File: src/rtl/anim_sprite_renderer.sv
// Animated, power-of-two scaled, palette-indexed sprite layer for the pixel pipeline.
// Latency: pixel/opaque lag hcount/vcount by exactly 4 pixel_clk edges.
// Backpressure: none; streams one pixel per clock in lock-step with the raster.
module anim_sprite_renderer #(
    parameter int         WIDTH           = 180,
    parameter int         HEIGHT          = 180,
    parameter int         FRAMES          = 4,
    parameter int         SCALE_LOG2      = 0,
    parameter int         FRAME_PERIOD    = 8,
    parameter int         ROM_AW          = 20,
    parameter logic [7:0] TRANSPARENT_IDX = 8'h00
) (
    input  logic              pixel_clk,
    input  logic              reset,
    input  logic [10:0]       x,
    input  logic [9:0]        y,
    input  logic [10:0]       hcount,
    input  logic [9:0]        vcount,
    input  logic              frame_tick,
    input  logic [1:0]        mode,
    input  logic [7:0]        frame_sel,
    input  logic              start,
    output logic [ROM_AW-1:0] rom_addr,
    input  logic [7:0]        rom_data,
    output logic [7:0]        cmap_addr,
    input  logic [23:0]       cmap_data,
    output logic [23:0]       pixel,
    output logic              opaque,
    output logic [7:0]        cur_frame,
    output logic              done
);

    localparam logic [11:0] SPR_W     = 12'(WIDTH << SCALE_LOG2);
    localparam logic [11:0] SPR_H     = 12'(HEIGHT << SCALE_LOG2);
    localparam logic [31:0] W32       = 32'(WIDTH);
    localparam logic [31:0] FRAME_SZ  = 32'(WIDTH * HEIGHT);
    localparam logic [7:0]  LAST      = 8'(FRAMES - 1);
    localparam int          TW        = (FRAME_PERIOD > 1) ? $clog2(FRAME_PERIOD) : 1;
    localparam logic [TW-1:0] TICK_LAST = TW'(FRAME_PERIOD - 1);

    typedef enum logic {RUN, STOPPED} state_t;

    state_t        state;
    logic [TW-1:0] tick_cnt;
    logic          dir_up;
    logic [11:0]   hc, vc, px, py, rel_x, rel_y;
    logic          in_spr;
    logic [2:0]    ins_d;
    logic [7:0]    idx_d2, idx_d3;
    logic [7:0]    cur_c, sel_c, nxt_up;
    logic          anim_step;

    // 12-bit compares so a sprite hanging off the right/bottom edge clips instead of wrapping
    always_comb begin
        hc       = {1'b0, hcount};
        vc       = {2'b0, vcount};
        px       = {1'b0, x};
        py       = {2'b0, y};
        rel_x    = hc - px;
        rel_y    = vc - py;
        in_spr   = (hc >= px) && (hc < px + SPR_W) && (vc >= py) && (vc < py + SPR_H);
        rom_addr = ROM_AW'(32'(cur_frame) * FRAME_SZ
                         + 32'(rel_y >> SCALE_LOG2) * W32
                         + 32'(rel_x >> SCALE_LOG2));
    end

    // ins_d[2] plus the registered output form the 4-deep inside-flag delay
    always_ff @(posedge pixel_clk) begin
        if (reset) begin
            ins_d     <= '0;
            idx_d2    <= '0;
            idx_d3    <= '0;
            cmap_addr <= '0;
            pixel     <= '0;
            opaque    <= 1'b0;
        end else begin
            ins_d     <= {ins_d[1:0], in_spr};
            cmap_addr <= rom_data;
            idx_d2    <= rom_data;
            idx_d3    <= idx_d2;
            if (ins_d[2] && (idx_d3 != TRANSPARENT_IDX)) begin
                pixel  <= cmap_data;
                opaque <= 1'b1;
            end else begin
                pixel  <= '0;
                opaque <= 1'b0;
            end
        end
    end

    always_comb begin
        cur_c     = (cur_frame > LAST) ? LAST : cur_frame;
        sel_c     = (frame_sel > LAST) ? LAST : frame_sel;
        nxt_up    = (cur_c >= LAST) ? LAST : cur_c + 8'd1;
        anim_step = frame_tick && (tick_cnt == TICK_LAST);
    end

    // cur_frame only moves on frame_tick so a frame is never torn mid-scan
    always_ff @(posedge pixel_clk) begin
        if (reset) begin
            cur_frame <= '0;
            tick_cnt  <= '0;
            dir_up    <= 1'b1;
            state     <= RUN;
            done      <= 1'b0;
        end else begin
            done <= 1'b0;
            if (start) begin
                cur_frame <= '0;
                tick_cnt  <= '0;
                dir_up    <= 1'b1;
                state     <= RUN;
            end else if (frame_tick) begin
                tick_cnt  <= anim_step ? '0 : tick_cnt + TW'(1);
                cur_frame <= cur_c;
                case (mode)
                    2'b00: cur_frame <= sel_c;
                    2'b01: if (anim_step) cur_frame <= (cur_c == LAST) ? 8'd0 : cur_c + 8'd1;
                    2'b10: if (anim_step && state == RUN) begin
                        cur_frame <= nxt_up;
                        if (nxt_up == LAST) begin
                            done  <= 1'b1;
                            state <= STOPPED;
                        end
                    end
                    2'b11: if (anim_step) begin
                        if (LAST == 8'd0) begin
                            cur_frame <= 8'd0;
                        end else if (dir_up) begin
                            if (cur_c == LAST) begin
                                dir_up    <= 1'b0;
                                cur_frame <= cur_c - 8'd1;
                            end else begin
                                cur_frame <= cur_c + 8'd1;
                            end
                        end else begin
                            if (cur_c == 8'd0) begin
                                dir_up    <= 1'b1;
                                cur_frame <= 8'd1;
                            end else begin
                                cur_frame <= cur_c - 8'd1;
                            end
                        end
                    end
                    default: ;
                endcase
            end
        end
    end

endmodule

File: config.mk
export PLATFORM = sky130hd
export DESIGN_NAME = anim_sprite_renderer
export DESIGN_NICKNAME = d
export VERILOG_FILES = /design/src/rtl/anim_sprite_renderer.sv
export SDC_FILE = /design/constraint.sdc
export NUM_CORES = 1
export LEC_CHECK = 0
export ABC_AREA = 1
export CORE_AREA = 2 2 132 134
export CTS_CLUSTER_DIAMETER = 50
export CTS_CLUSTER_SIZE = 10
export DETAILED_ROUTE_END_ITERATION = 12
export DIE_AREA = 0 0 134 136
export PLACE_DENSITY = 0.73
export SLEW_MARGIN = 40
export SYNTH_ARGS = -nofsm -noshare
export SYNTH_HDL_FRONTEND = slang
export SYNTH_SLANG_ARGS = --single-unit
File: constraint.sdc
create_clock -name pixel_clk -period 10.3 [get_ports pixel_clk]
set_input_delay 2.06 -clock pixel_clk [delete_from_list [all_inputs] [get_ports pixel_clk]]
set_output_delay 2.06 -clock pixel_clk [all_outputs]
set_load 0.02 [all_outputs]
==> impl_metrics.prom <==
# TYPE chip_impl_metric gauge
chip_impl_metric{name="drt-vias-per-instance",unit=""} 4.80
chip_impl_metric{name="die_width",unit="um"} 134
chip_impl_metric{name="insertedDiodeCount",unit=""} 0
chip_impl_metric{name="finalInstanceArea",unit="um2"} 10800
chip_impl_metric{name="netlist-cell-type-count",unit=""} 42
chip_impl_metric{name="worst_reg_to_reg_cells",unit=""} 20
chip_impl_info{name="hold_path_class",value="reg -> reg"} 1
chip_impl_metric{name="synth.ff_latch_count",unit=""} 58
chip_impl_metric{name="timing_max_transition_violations_final",unit=""} 0
chip_impl_metric{name="initialDrtViolationCount",unit=""} 361
chip_impl_metric{name="dpl.hpwl",unit="mm"} 15.5
chip_impl_metric{name="globalplace.congestion",unit=""} 0.901
chip_impl_metric{name="fill_cells",unit=""} 1392
chip_impl_metric{name="start_util",unit="%"} 46.7
chip_impl_metric{name="design.portCount",unit=""} 150
chip_impl_metric{name="max_cap_violations",unit=""} 0
chip_impl_metric{name="tightestPinTransition",unit="ps"} 759
chip_impl_info{name="worst_hold_launch",value="ins_d[0]$_SDFF_PP0_"} 1
chip_impl_info{name="worstSetupPathType",value="in -> out"} 1
chip_impl_metric{name="worst_clock_skew",unit="ps"} 10.5
chip_impl_metric{name="floorplan.core_area",unit="um2"} 16900
chip_impl_metric{name="post_drt_wl_per_cell",unit="um"} 12.0
chip_impl_metric{name="clk_transition_reported_paths",unit="ps"} 50
chip_impl_metric{name="via_count_of_the_first_global_routing_pass",unit=""} 7007
chip_impl_metric{name="worstHoldPathCells",unit=""} 2
chip_impl_metric{name="insertion_delay",unit="ps"} 320
chip_impl_metric{name="post-route-drc-count",unit=""} 0
chip_impl_metric{name="async_reset_ff_share",unit="%"} 0
chip_impl_metric{name="fin_crit",unit="ps"} 9960
chip_impl_metric{name="crit_path_max_fanout",unit=""} 4
chip_impl_metric{name="setup_viol_count_final",unit=""} 0
chip_impl_metric{name="synth.top_cell.area_share",unit="%"} 22.1
chip_impl_info{name="reg2reg_to",value="cur_frame[6]$_SDFFE_PP0P_"} 1
chip_impl_info{name="cp_slowest_cell",value="fa_1"} 1
chip_impl_metric{name="antenna_violating_nets_post_route",unit=""} 0
chip_impl_metric{name="synth_edf_count",unit=""} 0
chip_impl_metric{name="worst-endpoint-required",unit="ps"} 8240
chip_impl_metric{name="post_synthesis_cell_count",unit=""} 1085
chip_impl_metric{name="cts-htree-levels",unit=""} 3
chip_impl_metric{name="slew_headroom",unit="%"} 49.4
chip_impl_metric{name="placementRows",unit=""} 48
chip_impl_info{name="synth_top_cell_by_area",value="ha_1"} 1
chip_impl_info{name="run_status",value="finished, final reports clean"} 1
chip_impl_metric{name="final.period_utilization",unit="%"} 96.7
chip_impl_metric{name="drive_above_1_share",unit="%"} 13.6
chip_impl_metric{name="io_buffer_count",unit=""} 149
chip_impl_metric{name="mean_instance_size_in_the_synthesized_netlist",unit="um2"} 7.26
chip_impl_metric{name="cp_slowest_stage_delay",unit="ps"} 540
chip_impl_metric{name="globalRouteTotalUtil",unit="%"} 20.1
chip_impl_metric{name="post-route-worst-setup-slack",unit="ps"} 335
chip_impl_info{name="crit_path_end_kind",value="primary output"} 1
chip_impl_metric{name="cts-buffers-inserted",unit=""} 9
chip_impl_info{name="dominantRegCellSynth",value="dfxtp_1"} 1
chip_impl_info{name="critPathTopFamily",value="adder cells"} 1
chip_impl_metric{name="route.final.wire_length",unit="mm"} 18.6
chip_impl_metric{name="maximum_number_of_pins_on_one_net_before_global_route_repair",unit=""} 25
chip_impl_info{name="launch_point_of_the_worst_reg_to_reg_path",value="cur_frame[3]$_SDFFE_PP0P_"} 1
chip_impl_metric{name="final_global_route_overflow_total",unit=""} 0
chip_impl_metric{name="via_count",unit=""} 7441
chip_impl_metric{name="placed_area",unit="um2"} 10200
chip_impl_info{name="hold-path-endpoint",value="ins_d[1]$_SDFF_PP0_"} 1
chip_impl_metric{name="grt_pass1_wl",unit="mm"} 30.4
chip_impl_metric{name="critPathBufInv",unit=""} 10
chip_impl_metric{name="antenna_found_initial",unit=""} 0
chip_impl_info{name="critical-path-top-cell-by-count",value="nand2_1"} 1
chip_impl_metric{name="fin_nets",unit=""} 1601
chip_impl_metric{name="cts-root-to-sink-buffers",unit=""} 2
chip_impl_metric{name="post_synthesis_net_count",unit=""} 1363
chip_impl_metric{name="hold_violations",unit=""} 0
chip_impl_metric{name="flow.area_growth_from_synthesis",unit="%"} 37.7
chip_impl_metric{name="worst-endpoint-arrival",unit="ps"} 7900
chip_impl_metric{name="reg2reg_slack",unit="ps"} 7050
chip_impl_metric{name="clock.fmax",unit="MHz"} 100
chip_impl_metric{name="synth-warning-count",unit=""} 0
chip_impl_metric{name="clkSinkCount",unit=""} 58
chip_impl_metric{name="yosysSeqAreaShare",unit="%"} 14.7
chip_impl_metric{name="mappedNetlistArea",unit="um2"} 7870
chip_impl_metric{name="finalCoreUtilization",unit="%"} 64.2
chip_impl_metric{name="die-area",unit="um2"} 18200
chip_impl_info{name="cts_tree",value="done"} 1
chip_impl_metric{name="dieHeight",unit="um"} 136
chip_impl_metric{name="hold_slack",unit="ps"} 404
chip_impl_info{name="synth.area.top_cells",value="ha_1 22%, dfxtp_1 15%, fa_1 13%"} 1
chip_impl_info{name="clock_tree.root_cell",value="clkbuf_16"} 1
chip_impl_metric{name="cts_hold_buf",unit=""} 0
chip_impl_metric{name="place_ws",unit="ps"} -594
chip_impl_metric{name="dr.pass1.iters",unit=""} 5
chip_impl_info{name="worstSetupStartpointType",value="input pin"} 1
worst max path at each step:
stage	startpoint	endpoint	slack, ps	depth (start not counted)
floorplan	vcount[0]	rom_addr[19]	630	40
global placement	y[0]	rom_addr[19]	-460	32
detailed placement	y[0]	rom_addr[19]	-590	32
CTS	y[0]	rom_addr[19]	-6	33
global route	vcount[0]	rom_addr[19]	-50	42
finish	vcount[0]	rom_addr[16]	340	33
area by class of cell:
class	count	area, um2	area share (%)
clock inverter	4	45.0	0.415
multi-input combinational	759	5980	55.1
inverter	258	968	8.93
clock buffer	10	229	2.11
sequential	58	1160	10.7
tap	225	282	2.60
timing repair buffer	237	2180	20.1
state kept, by name, indices dropped and copies added, names as in the netlist, 3 cells and up:
register / count
cur_frame: 8
idx_d2: 8
idx_d3: 8
ins_d: 3
pixel: 24
tick_cnt: 3
routing by layer:
metal	wire [um]	track usage, %
met2	9300	35.6
met4	177	3.90
met1	8320	25.6
met5	0	0
met3	826	3.84
what timing repair did:
action,4_1_cts,5_1_grt
resized for setup,32,63
setup endpoints to repair,8,10
pin swaps,4,50
buffers inserted,2,4
synthesized netlist by cell type, types with 2 or more instances:
library cell  instances
nor3_1                9
xnor2_1              20
a21oi_1              69
inv_1               256
buf_2                 3
inv_2                 2
a21oi_2               2
xor2_1               49
buf_1                 3
o21ai_1               3
nand3_2               2
clkbuf_1              3
nor4_1                4
nand3b_1              2
nand2_1             178
nand3_1              45
o21bai_1              7
o21ai_0              32
o211ai_1              6
fa_1                 51
a31oi_1               4
ha_1                139
dfxtp_1              58
nor2_1               94
nand4_1              16
nand2_2               4
a211oi_1              5
nor2_2                5
cell families (layout without fill, tap and decap cells):
group / count (synthesis) / count (layout) / synth area share, %
and+or+nand+nor: 363 / 363 / 19.6
buffers and inverters: 268 / 509 / 13.0
adders and majority gates: 190 / 190 / 35.1
AOI/OAI and AO/OA: 137 / 137 / 9.96
xor gates and xnor gates: 69 / 69 / 7.68
DFF: 58 / 58 / 14.7
worst min-delay path: stages (launching register included):
cell and delay [ps]:
dfxtp_1 290, inv_1 40, nor2_1 30
cells in the final DEF, fill, tap and decap left out, types with 9 or more instances in the layout:
cell             count
dlymetal6s2s_1       9
xnor2_1             19
nand3_1             44
a21oi_2             11
nor3_1               9
clkdlybuf4s50_1    132
dfxtp_1             58
xor2_1              48
nand4_1             16
buf_4               88
a21oi_1             59
fa_1                49
nand2_1            176
ha_1               122
ha_4                15
inv_2               17
clkbuf_16            9
o21ai_0             27
nor2_1              94
inv_1              241
metrics by stage:
step           setup TNS [ps]  instances
5_1_grt                 -59.7       1551
3_5_place_dp            -2940       1531
3_3_place_gp            -2050       1531
2_1_floorplan               0       1085
6_report                    0       1551
4_1_cts                 -6.18       1547
Power is not shown: default switching activity piles up to over one toggle a cycle in this logic, so the estimate is an artifact.
==> variant 1: new RTL, same flow settings <==
Reset style: asynchronous (`reset`), changed in 2 clocked blocks.
--- a/src/rtl/anim_sprite_renderer.sv
+++ b/src/rtl/anim_sprite_renderer.sv
@@ -65,7 +65,7 @@
     end
 
     // ins_d[2] plus the registered output form the 4-deep inside-flag delay
-    always_ff @(posedge pixel_clk) begin
+    always_ff @(posedge pixel_clk or posedge reset) begin
         if (reset) begin
             ins_d     <= '0;
             idx_d2    <= '0;
@@ -96,7 +96,7 @@
     end
 
     // cur_frame only moves on frame_tick so a frame is never torn mid-scan
-    always_ff @(posedge pixel_clk) begin
+    always_ff @(posedge pixel_clk or posedge reset) begin
         if (reset) begin
             cur_frame <= '0;
             tick_cnt  <= '0;
Check against the original RTL: differs if reset is asserted again (counterexample within 4 cycles, from zero or initial values and one cycle with reset high); with reset held inactive, the same outputs for 4 cycles.
==> variant 1 against the original RTL <==
  * Sequential share of layout area grew 2.4 points
  * Die area unchanged
  * Register-to-register slack gained 100 ps
  * Area after synthesis is 3.1% higher
  * Non-clock buffer count is 8 higher
  * Routed wire length up 7.3%
  * Sequential cell count unchanged
  * Design area is 2.5% higher
  * Maximum frequency shrank 2.1%
  * First-iteration DRC count grew 0.28%
  * Setup slack got worse by 210 ps
  * Critical endpoint is now rom_addr[19]
Power is left out: the tool's default activity adds up to more than one toggle a clock period on the data nets, which glitch-free logic cannot reach.
==> variant 1: results (changes against the original RTL) <==
* RR Endpoint: cur_frame[5]
* Drt wl/cell at 12.93 um (+7.6%)
* Post-CTS sizing at 28 (-13%)
* Clock Skews at 7.306 ps (-3.152 ps)
* Worst slew pin tran at 749.2 ps (-9.507 ps)
* Crit path capture: rom_addr[19]
* Final Net Count at 1,594 (-0.44%)
* Worst Hold Path EP: ins_d[1]
* Met2 usage in global routing at 42.28% (+6.6 points)
* Clock Buffer Count at 12 (+2)
* Final Wtd Congestion at 0.9112 (+1.2%)
* Worst path arrival time at 8120 ps (+220 ps)
* First-pass GRT wire length at 33,690 um (+11%)
* Hold Path Stages at 0 (-2)
* Reg2reg setup slack at 7150 ps (+100 ps)
* Met3 usage at 2.349% (-1.5 points)
* Syn nets at 1,348 (-1.1%)
* Met1 GRT Util at 26.51% (+0.86 points)
* Min-delay src: ins_d[0]
* Multi-input gates at 757 (-0.26%)
* R2R Path Start: cur_frame[1]
* DR vias/cell at 4.965 (+3.5%)
* Seq cells at 58 (unchanged)
* Top FF cell, synth: dfrtp_1
* Non-clock buffers at 245 (+3.4%)
* Reg2Reg Depth at 15 (-25%)
* Register fraction of the total cell area at 13.07% (+2.4 points)
* Total GRT Usage at 22.38% (+2.3 points)
* Layout clock area frac at 2.838% (+0.31 points)
* Status: completed
* Initial DRC count at 362 (+0.28%)
* Fillcell total at 1,401 (+0.65%)
* Unique masters post-synth at 47 (+12%)
* Worst Hold Slack at 350.6 ps (-53.54 ps)
* Vias in the first global route at 7,724 (+10%)
* Synth top area cells: ha_1 21%, dfrtp_1 18%, fa_1 13%
-- variant 1: cell count changes after synthesis, sizes merged, moves of 6 or more --
cell and change:
nor2 -19, nor3 +7, inv -13, dfxtp -58
dfrtp +57, a21oi +6
-- variant 1: cell families (layout without fill, tap and decap cells) --
family          after synthesis  in the layout  synth area share, %
buf+inv                     255            506                12.06
xor+xnor                     65             65                7.010
compound gates              152            152                10.63
flops                        58             58                17.89
fa+ha+maj                   190            190                34.17
simple gates                350            350                18.24
-- variant 1: metrics by stage --
stage                     utilization, %  cells  TNS [ps]  area, sq um  worst slack [ps]
after floorplan                        -   1070         0         8122             614.2
after global placement             62.28   1524     -2301        10510            -414.1
after detailed placement           62.28   1524     -3388        10510            -583.0
after CTS                          64.36   1540    -58.28        10860            -44.77
after global routing               65.84   1546    -635.4        11110            -254.0
final                              65.84   1546         0        11110             123.5
-- variant 1: metal layers --
layer	up-vias	part of all wire [%]
li1	3894	-
met1	3552	41
met2	184	52
met3	46	4.2
met4	0	2.5
met5	-	0
==> variant 2: new RTL, config.mk and constraints unchanged <==
Made on the original files. The parameter `ROM_AW` goes from 20 to 40.
--- a/src/rtl/anim_sprite_renderer.sv
+++ b/src/rtl/anim_sprite_renderer.sv
@@ -7,7 +7,7 @@
     parameter int         FRAMES          = 4,
     parameter int         SCALE_LOG2      = 0,
     parameter int         FRAME_PERIOD    = 8,
-    parameter int         ROM_AW          = 20,
+    parameter int         ROM_AW          = 40,
     parameter logic [7:0] TRANSPARENT_IDX = 8'h00
 ) (
     input  logic              pixel_clk,
Interface: changed (resized rom_addr); port bits go from 150 to 170. The function was not compared with the original's and may differ.
==> variant 2 against the original RTL <==
  * Design area rose by 9.0%
  * Setup slack improved by 33 ps
  * Area after synthesis rose by 6.5%
  * Routed wire length rose by 14%
  * Critical path depth rose by 3
  * Worst hold slack improved by 3.0 ps
  * Sequential cell count did not move
  * Largest cell class unchanged
  * Register-to-register slack improved by 150 ps
Power is left out: the tool's default activity adds up to more than one toggle a clock period on the data nets, which glitch-free logic cannot reach.
==> variant 2: results (changes against the original RTL) <==
* Worst Hold Path EP: ins_d[2]
* Reg2Reg Depth at 20 (unchanged)
* Uppermost layer routed: met4
* Top FF cell, synth: dfxtp_1
* Clock transition at path regs at 50 ps (about the same)
* Critical-path top delay cell: fa_1
* N_diodes at 0 (unchanged)
* Unique masters post-synth at 47 (+12%)
* Status: completed
* Synth top area cells: ha_1 23%, dfxtp_1 14%, fa_1 12%
* Hold Path Stages at 2 (unchanged)
* RR Endpoint: cur_frame[4]
* Total GRT Usage at 22.23% (+2.1 points)
* Reg2reg setup slack at 7200 ps (+150 ps)
* WL met3 at 654 um (-21%)
* CP max stage delay at 540 ps (about the same)
* CTS Buffer Depth at 2 (unchanged)
* Register area share after synthesis at 13.85% (-0.90 points)
* Largest net degree at the start of global routing at 25 (unchanged)
* Reg with most FFs: pixel
* Met1 wire length at 9062 um (+8.9%)
* Final Wtd Congestion at 0.9076 (+0.75%)
* Met2 wire length at 11,030 um (+19%)
* Clk Latency, worst-skew pair at 320 ps (about the same)
* Final Net Count at 1,694 (+5.8%)
* Worst path arrival time at 7870 ps (-30 ps)
* Initial DRC count at 215 (-40%)
* Fillcell total at 1,377 (-1.1%)
* First-pass GRT wire length at 33,480 um (+10%)
* Clock Skews at 8.207 ps (-2.251 ps)
* Hold crit path type: reg2reg
* Drt total wl at 21,230 um (+14%)
* Commonest cells in the synthesized netlist: 239 x inv_1, 157 x nand2_1, 156 x ha_1, 97 x nor2_1, 80 x a21oi_1
* First-pass DRT Iterations at 4 (-1)
* Vias in the first global route at 7,545 (+7.7%)
* Min-delay src: ins_d[1]
* Ys async rst share at 0% (unchanged)
* Worst-path maximum fanout at 5 (+1)
* Post-DP HPWL at 17,460 um (+13%)
* Worst slew pin tran at 725.0 ps (-33.71 ps)
* R2R Path Start: cur_frame[3]
* CTS buffer count at 9 (unchanged)
* Non-filler cells, final at 1,631 (+5.2%)
* Ys Warns at 0 (unchanged)
* Max H-tree Level at 3 (unchanged)
* Buffers on Ports at 153 (+2.7%)
* Post-synthesis cell count at 1,126 (+3.8%)
* Ratio of cells with drive above 1 in the final layout at 17.92% (+4.3 points)
* Vias at 7,926 (+6.5%)
## variant 2: what timing repair did
action                                 in CTS  in global routing
endpoints found under the hold margin       0                  0
pin swaps                                   7                 54
resized for setup                          52                 98
setup buffers                               1                  5
setup endpoints to repair                  12                 15
## variant 2: cell families after synthesis
group	count (synthesis)	share of synthesized area (%)
flops	58	13.85
compound gates	167	11.41
simple gates	340	17.58
buf+inv	267	12.95
other cells	1	0.04472
xor+xnor	88	9.191
fa+ha+maj	205	34.97
## variant 2: routing by layer
| layer | up-vias | GRT usage (%) |
|---|---|---|
| met4 | 0 | 5.910 |
| li1 | 4092 | - |
| met2 | 163 | 40.80 |
| met1 | 3630 | 27.81 |
| met3 | 41 | 2.200 |
| met5 | - | 0 |
## variant 2: through the flow
stage          setup WS [ps]  instance area (sq um)  hold WS (ps)  setup TNS [ps]  utilization, %
3_3_place_gp          -573.8                  10950         391.1           -3871           64.87
6_report               368.3                  11820         407.1               0           70.05
5_1_grt               -100.3                  11820         426.7          -100.3           70.05
4_1_cts               -65.62                  11350         411.1          -65.62           67.27
2_1_floorplan          391.5                   8442         388.3               0               -
3_5_place_dp          -833.6                  10950         399.8           -5371           64.87
## variant 2: worst max-delay path: cells and delay by family
family          cells  cell delay, ps
compound gates      8            1080
buf+inv             8            1050
fa+ha+maj           7            2240
xor+xnor            2             320
simple gates       11            1100
## variant 2: how the worst max path moves through the flow
stage,end,slack [ps],start,cells past startpoint
after floorplan,rom_addr[22],390,y[2],32
after global placement,rom_addr[22],-570,y[2],35
after detailed placement,rom_addr[22],-830,y[2],37
after CTS,rom_addr[22],-70,y[0],36
after global routing,rom_addr[22],-100,y[5],36
final,rom_addr[22],370,y[5],36
## variant 2: layout make-up
cell class,instances,area (sq um),area share [%]
multi-input combinational,816,6725,56.88
inverter,240,903.4,7.641
sequential,58,1161,9.821
tap,225,281.5,2.381
clock inverter,4,25.02,0.2117
timing repair buffer,276,2460,20.81
clock buffer,12,266.5,2.254
